## src/rtl/div_iter_if.sv

```systemverilog
// div_iter_if: valid/ready operand and result bundle for div_iter.
// master = issuing/consuming side, slave = the divider.
interface div_iter_if #(
    parameter int WIDTH = 32
) ();
    logic             in_valid;
    logic             in_ready;
    logic             in_signed;
    logic [WIDTH-1:0] dividend;
    logic [WIDTH-1:0] divisor;
    logic             out_valid;
    logic             out_ready;
    logic [WIDTH-1:0] quotient;
    logic [WIDTH-1:0] remainder;
    logic             div_by_zero;

    modport master (
        output in_valid, in_signed, dividend, divisor, out_ready,
        input  in_ready, out_valid, quotient, remainder, div_by_zero
    );

    modport slave (
        input  in_valid, in_signed, dividend, divisor, out_ready,
        output in_ready, out_valid, quotient, remainder, div_by_zero
    );
endinterface

```

## src/rtl/div_iter.sv

```systemverilog
// div_iter: iterative restoring divider, STEPS quotient bits per clock.
// Ports: clk, rst (sync, active high), bus (div_iter_if.slave).
module div_iter #(
    parameter int WIDTH = 32,
    parameter int STEPS = 1
) (
    input logic       clk,
    input logic       rst,
    div_iter_if.slave bus
);
    localparam int N  = WIDTH / STEPS;
    localparam int CW = $clog2(N + 1);

    typedef enum logic [1:0] {IDLE, CALC, DONE} state_e;

    state_e           state_q, state_d;
    logic [CW-1:0]    cnt_q, cnt_d;
    logic [WIDTH:0]   rem_q, rem_d;
    // dividend bits leave at the MSB while quotient bits enter at the LSB
    logic [WIDTH-1:0] acc_q, acc_d;
    logic [WIDTH-1:0] dvs_q, dvs_d;
    logic             qneg_q, qneg_d;
    logic             rneg_q, rneg_d;
    logic [WIDTH-1:0] quo_q, quo_d;
    logic [WIDTH-1:0] rmd_q, rmd_d;
    logic             dbz_q, dbz_d;

    logic [WIDTH:0]   step_rem;
    logic [WIDTH-1:0] step_acc;
    logic             a_neg, b_neg;
    logic [WIDTH-1:0] a_mag, b_mag;

    always_comb begin
        step_rem = rem_q;
        step_acc = acc_q;
        for (int i = 0; i < STEPS; i++) begin
            step_rem = {step_rem[WIDTH-1:0], step_acc[WIDTH-1]};
            step_acc = {step_acc[WIDTH-2:0], 1'b0};
            if (step_rem >= {1'b0, dvs_q}) begin
                step_rem    = step_rem - {1'b0, dvs_q};
                step_acc[0] = 1'b1;
            end
        end
    end

    // magnitude of MIN wraps to 2^(WIDTH-1), which is correct unsigned
    assign a_neg = bus.in_signed & bus.dividend[WIDTH-1];
    assign b_neg = bus.in_signed & bus.divisor[WIDTH-1];
    assign a_mag = a_neg ? -bus.dividend : bus.dividend;
    assign b_mag = b_neg ? -bus.divisor : bus.divisor;

    always_comb begin
        state_d       = state_q;
        cnt_d         = cnt_q;
        rem_d         = rem_q;
        acc_d         = acc_q;
        dvs_d         = dvs_q;
        qneg_d        = qneg_q;
        rneg_d        = rneg_q;
        quo_d         = quo_q;
        rmd_d         = rmd_q;
        dbz_d         = dbz_q;
        bus.in_ready  = 1'b0;
        bus.out_valid = 1'b0;
        unique case (state_q)
            IDLE: begin
                bus.in_ready = 1'b1;
                if (bus.in_valid) begin
                    rem_d   = '0;
                    acc_d   = a_mag;
                    dvs_d   = b_mag;
                    qneg_d  = a_neg ^ b_neg;
                    rneg_d  = a_neg;
                    cnt_d   = CW'(N);
                    state_d = CALC;
                    // zero divisor: one pass through CALC, raw dividend kept
                    if (bus.divisor == '0) begin
                        acc_d = bus.dividend;
                        cnt_d = CW'(1);
                    end
                end
            end
            CALC: begin
                rem_d = step_rem;
                acc_d = step_acc;
                cnt_d = cnt_q - CW'(1);
                if (cnt_q == CW'(1)) begin
                    state_d = DONE;
                    if (dvs_q == '0) begin
                        quo_d = '1;
                        rmd_d = acc_q;
                        dbz_d = 1'b1;
                    end else begin
                        quo_d = qneg_q ? -step_acc : step_acc;
                        rmd_d = rneg_q ? -step_rem[WIDTH-1:0]
                                       : step_rem[WIDTH-1:0];
                        dbz_d = 1'b0;
                    end
                end
            end
            DONE: begin
                bus.out_valid = 1'b1;
                if (bus.out_ready) begin
                    state_d = IDLE;
                    dbz_d   = 1'b0;
                end
            end
            default: state_d = IDLE;
        endcase
    end

    always_ff @(posedge clk) begin
        if (rst) begin
            state_q <= IDLE;
            cnt_q   <= '0;
            rem_q   <= '0;
            acc_q   <= '0;
            dvs_q   <= '0;
            qneg_q  <= 1'b0;
            rneg_q  <= 1'b0;
            quo_q   <= '0;
            rmd_q   <= '0;
            dbz_q   <= 1'b0;
        end else begin
            state_q <= state_d;
            cnt_q   <= cnt_d;
            rem_q   <= rem_d;
            acc_q   <= acc_d;
            dvs_q   <= dvs_d;
            qneg_q  <= qneg_d;
            rneg_q  <= rneg_d;
            quo_q   <= quo_d;
            rmd_q   <= rmd_d;
            dbz_q   <= dbz_d;
        end
    end

    assign bus.quotient    = quo_q;
    assign bus.remainder   = rmd_q;
    assign bus.div_by_zero = dbz_q;
endmodule

```

## src/flat_wrapper.sv

```systemverilog
// flat-port wrapper written by rule: the top's interface ports become plain ports
module div_iter_flat 
#(
    parameter int WIDTH = 32,
    parameter int STEPS = 1
)
  (clk, rst, bus_in_valid, bus_in_signed, bus_dividend, bus_divisor, bus_out_ready, bus_in_ready, bus_out_valid, bus_quotient, bus_remainder, bus_div_by_zero);
  div_iter_if #(.WIDTH(WIDTH)) bus_i ();
  input logic clk;
  input logic rst;
  input wire logic [$bits(bus_i.in_valid)-1:0] bus_in_valid;
  input wire logic [$bits(bus_i.in_signed)-1:0] bus_in_signed;
  input wire logic [$bits(bus_i.dividend)-1:0] bus_dividend;
  input wire logic [$bits(bus_i.divisor)-1:0] bus_divisor;
  input wire logic [$bits(bus_i.out_ready)-1:0] bus_out_ready;
  output wire logic [$bits(bus_i.in_ready)-1:0] bus_in_ready;
  output wire logic [$bits(bus_i.out_valid)-1:0] bus_out_valid;
  output wire logic [$bits(bus_i.quotient)-1:0] bus_quotient;
  output wire logic [$bits(bus_i.remainder)-1:0] bus_remainder;
  output wire logic [$bits(bus_i.div_by_zero)-1:0] bus_div_by_zero;
  assign bus_i.in_valid = bus_in_valid;
  assign bus_i.in_signed = bus_in_signed;
  assign bus_i.dividend = bus_dividend;
  assign bus_i.divisor = bus_divisor;
  assign bus_i.out_ready = bus_out_ready;
  assign bus_in_ready = bus_i.in_ready;
  assign bus_out_valid = bus_i.out_valid;
  assign bus_quotient = bus_i.quotient;
  assign bus_remainder = bus_i.remainder;
  assign bus_div_by_zero = bus_i.div_by_zero;
  div_iter #(.WIDTH(WIDTH), .STEPS(STEPS)) u_core (.clk(clk), .rst(rst), .bus(bus_i));
endmodule
```

## config.mk

```make
export PLATFORM = sky130hd
export DESIGN_NAME = div_iter_flat
export DESIGN_NICKNAME = d
export VERILOG_FILES = /design/src/rtl/div_iter_if.sv /design/src/rtl/div_iter.sv /design/src/flat_wrapper.sv
export SDC_FILE = /design/constraint.sdc
export NUM_CORES = 1
export LEC_CHECK = 0
export CAP_MARGIN = 5
export CORE_ASPECT_RATIO = 0.6
export CORE_MARGIN = 1.5
export CORE_UTILIZATION = 53
export CTS_BUF_LIST = sky130_fd_sc_hd__clkbuf_16
export CTS_CLUSTER_SIZE = 14
export DETAILED_ROUTE_END_ITERATION = 16
export PLACE_DENSITY_LB_ADDON = 0.12
export SYNTH_ARGS = -nofsm -noshare
export SYNTH_HDL_FRONTEND = slang
export SYNTH_SLANG_ARGS = --single-unit
export TNS_END_PERCENT = 30
```

## constraint.sdc

```tcl
create_clock -name clk -period 6 [get_ports clk]
set_input_delay 0.6 -clock clk [delete_from_list [all_inputs] [get_ports clk]]
set_output_delay 0.6 -clock clk [all_outputs]
set_load 0.01 [all_outputs]
```

==> impl_metrics.tcl <==
set metrics [dict create \
    async_flop_share_pct 0 \
    synth-main-ff-cell "dfxtp_1" \
    ios 136 \
    clk_pin_slew_ps 70 \
    layout.nets 1770 \
    dieArea_um2 23600 \
    synth.ff_latch_count 171 \
    die_h_um 120 \
    max_freq_mhz 194 \
    crit_family "compound AO/OA/AOI/OAI gates" \
    grtUsageTotal_pct 34.4 \
    cp_num_buf_inv 2 \
    fin_worst_skew_ps 7.21 \
    period_needed_ps 5140 \
    ys_types 87 \
    ys_top_cells_by_area "dfxtp_1 (28%), nor2_1 (6.3%), nand2_1 (5.5%)" \
    synth_top_area_cell "dfxtp_1" \
    status "completed" \
    tritoncts "built" \
    yosysTopAreaCellShare_pct 28.5 \
    grt_pass1_wl_mm 62.9 \
    wl_per_cell_um 20.3 \
    powerDensity_nw_per_um2 392 \
    die_x_um 197 \
    fp.coreArea_um2 22100 \
    path_cells "inv_1, ha_1, a21oi_1, o21ai_2, a221o_1, o2111ai_4, nand2_8, inv_4, ha_1, nand2_1, or3_1, nand2b_1, nand2b_1, o31a_1, a21oi_1, nand2_1, a21oi_1, xor2_1, a211oi_1" \
    grt_max_degree 100 \
    area_delta_synth_final_pct 15.8 \
    cts_resized 0 \
    antenna_cells 0 \
    yosys.cell_count.top_type "nor2_1" \
    synth_common_cells "nor2_1 (201), nand2_1 (175), dfxtp_1 (171)" \
    worst_pin_slew_ps 1210 \
    port_buffers 135 \
    cp_max_fo 40 \
    route.met3.wl_mm 5.15 \
    rows 42 \
    p_switching_uw 2550 \
    grt_pass1_vias 11100 \
    irDropWorstVdd_v 0.000313 \
    overflow 0 \
    dpl.hpwl_mm 30.5 \
    crit_type "flop to flop" \
    cts_buffer_depth 2 \
    internal_power_uw 2900 \
    syn_area_um2 12000 \
    routed_wl_mm 40.2 \
    wl_met2_mm 14.7 \
    seqPwrFrac_pct 25.0 \
    cp.required_ps 6280 \
    highest_layer "met4" \
    met1Wirelength_mm 19.9 \
    finalSetupTns_ps 0 \
    setup_viol 0 \
    cp-end-kind "flop" \
    clk_latency_ps 450 \
    syn_avg_cell_area_um2 7.46 \
    finalCritPeriodShare_pct 85.7 \
    drtIter0Drc 1502 \
    drc_errors 0 \
    start_util_pct 54.3 \
    antenna_found_initial 0 \
    slew_viol_final 0 \
    clock-sinks 171 \
    min_path_type "flop to flop" \
    arrival_ps 5420 \
    cts_setup_buffers 0 \
    cts_hold_buf 0 \
    sw_frac_of_total_pct 46.8 \
    synth_edf_count 0 \
    slowest_stage "o2111ai_4" \
    crit_path_frequent_cell "a21oi_1" \
    ant_nets 0 \
    drive_gt1_share_pct 5.26 \
    vias 12400 \
    clkPwrFrac_pct 18.7 \
    cts_buffers 17 \
    p_leak_uw 0.00499 \
    hold_viol 0 \
    ys_warn_count 0 \
    htree_num_levels 4 \
    pwr-share-comb_pct 56.3 \
    vias_per_cell 6.28 \
    drtPass1Iterations 7 \
    cts_root_buf "clkbuf_16" \
    start_kind "flop" \
    fin_total_pwr_uw 5450 \
    grt_setup_unrepaired "false" \
    synth_nets 1719 \
    slew_headroom_pct 19.5 \
    place.gp.congestion 0.940 \
    cp_slowest_stage_delay_ps 480 \
    maxCapViolCount 0 \
    syn_inst 1611 \
    seq_area_frac_synth_pct 28.5 \
]
## cell families after synthesis
logic type | synth area share (%)
simple gates | 23.3
compound gates | 27.5
buf+inv | 5.73
flops | 28.5
xor+xnor | 9.04
fa+ha+maj | 4.12
mux | 1.86
## layout by cell type (no fill, tap or decap), types with 8 or more instances in the layout
cell type and count:
nor2_1 199, o211ai_1 9, nand4_1 22, a21o_1 12, buf_4 14, nor4_1 24
nand3_1 46, a31oi_1 33, inv_1 57, or4_1 12, nand2b_1 8, xnor2_1 69
and3_1 9, ha_1 38, nand2_1 175, xor2_1 55, clkbuf_16 17, dfxtp_1 171
a21oi_1 119, nor3_1 29, a211oi_1 50, clkdlybuf4s50_1 134, or2_2 10, o22ai_1 17
or3_1 33, o21ai_0 78, o31ai_1 30, mux2i_1 19, a311oi_1 23, a22oi_1 29
## flip-flops by register name (all words and copies together), names as in the netlist
signal                  cells
u_core.acc_q               32
u_core.bus.quotient        32
u_core.bus.remainder       32
u_core.dvs_q               32
u_core.rem_q               32
u_core.cnt_q                6
u_core.state_q              2
u_core.bus.div_by_zero      1
u_core.qneg_q               1
u_core.rneg_q               1
## path summary, 6_finish.rpt
check,slack [ps],endpoint,depth (start not counted),start
setup / recovery,860,u_core.bus.quotient[30],19,u_core.dvs_q[10]
hold / removal,480,u_core.dvs_q[17],2,u_core.dvs_q[17]
setup reg to reg,860,u_core.bus.quotient[30],19,u_core.dvs_q[10]
hold reg to reg,480,u_core.dvs_q[17],2,u_core.dvs_q[17]
## power groups by stage
stage	logic, µW	registers [µW]	clock network, µW
floorplan	2310	1320	0
global placement	2960	1370	0
detailed placement	2990	1380	0
CTS	3000	1350	1030
global route	3360	1370	1080
finish	3070	1360	1020
## layout make-up
cell class                 instances  area (µm²)
clock buffer                      17         425
clock inverter                    13        87.6
fill                            2038        8210
inverter                          57         216
multi-input combinational       1267        7930
sequential                       171        3420
tap                              308         385
timing repair buffer             148        1450
## worst reg2reg max path, stage by stage (launching register included)
cell and delay [ps]:
dfxtp_1 360, inv_1 70, ha_1 430, a21oi_1 290, o21ai_2 130, a221o_1 440, o2111ai_4 480, nand2_8 180
inv_4 360, ha_1 260, nand2_1 70, or3_1 360, nand2b_1 220, nand2b_1 230, o31a_1 290, a21oi_1 240
nand2_1 140, a21oi_1 170, xor2_1 160, a211oi_1 80
## routing by layer
layer / vias up / global-route usage [%]
li1: 5945 / -
met1: 5825 / 55.5
met2: 629 / 42.8
met3: 32 / 10.3
met4: 0 / 7.20
met5: - / 0.871
## stage by stage
step	utilization (%)	setup slack, ps	instances	area [µm²]	hold WS [ps]
6_report	62.9	857	1981	13900	478
5_1_grt	62.9	521	1981	13900	499
4_1_cts	62.9	963	1981	13900	473
3_5_place_dp	60.6	987	1951	13400	464
3_3_place_gp	60.6	1220	1951	13400	459
2_1_floorplan	-	1240	1611	12000	445
No activity file was read; power rests on OpenSTA's default activity.
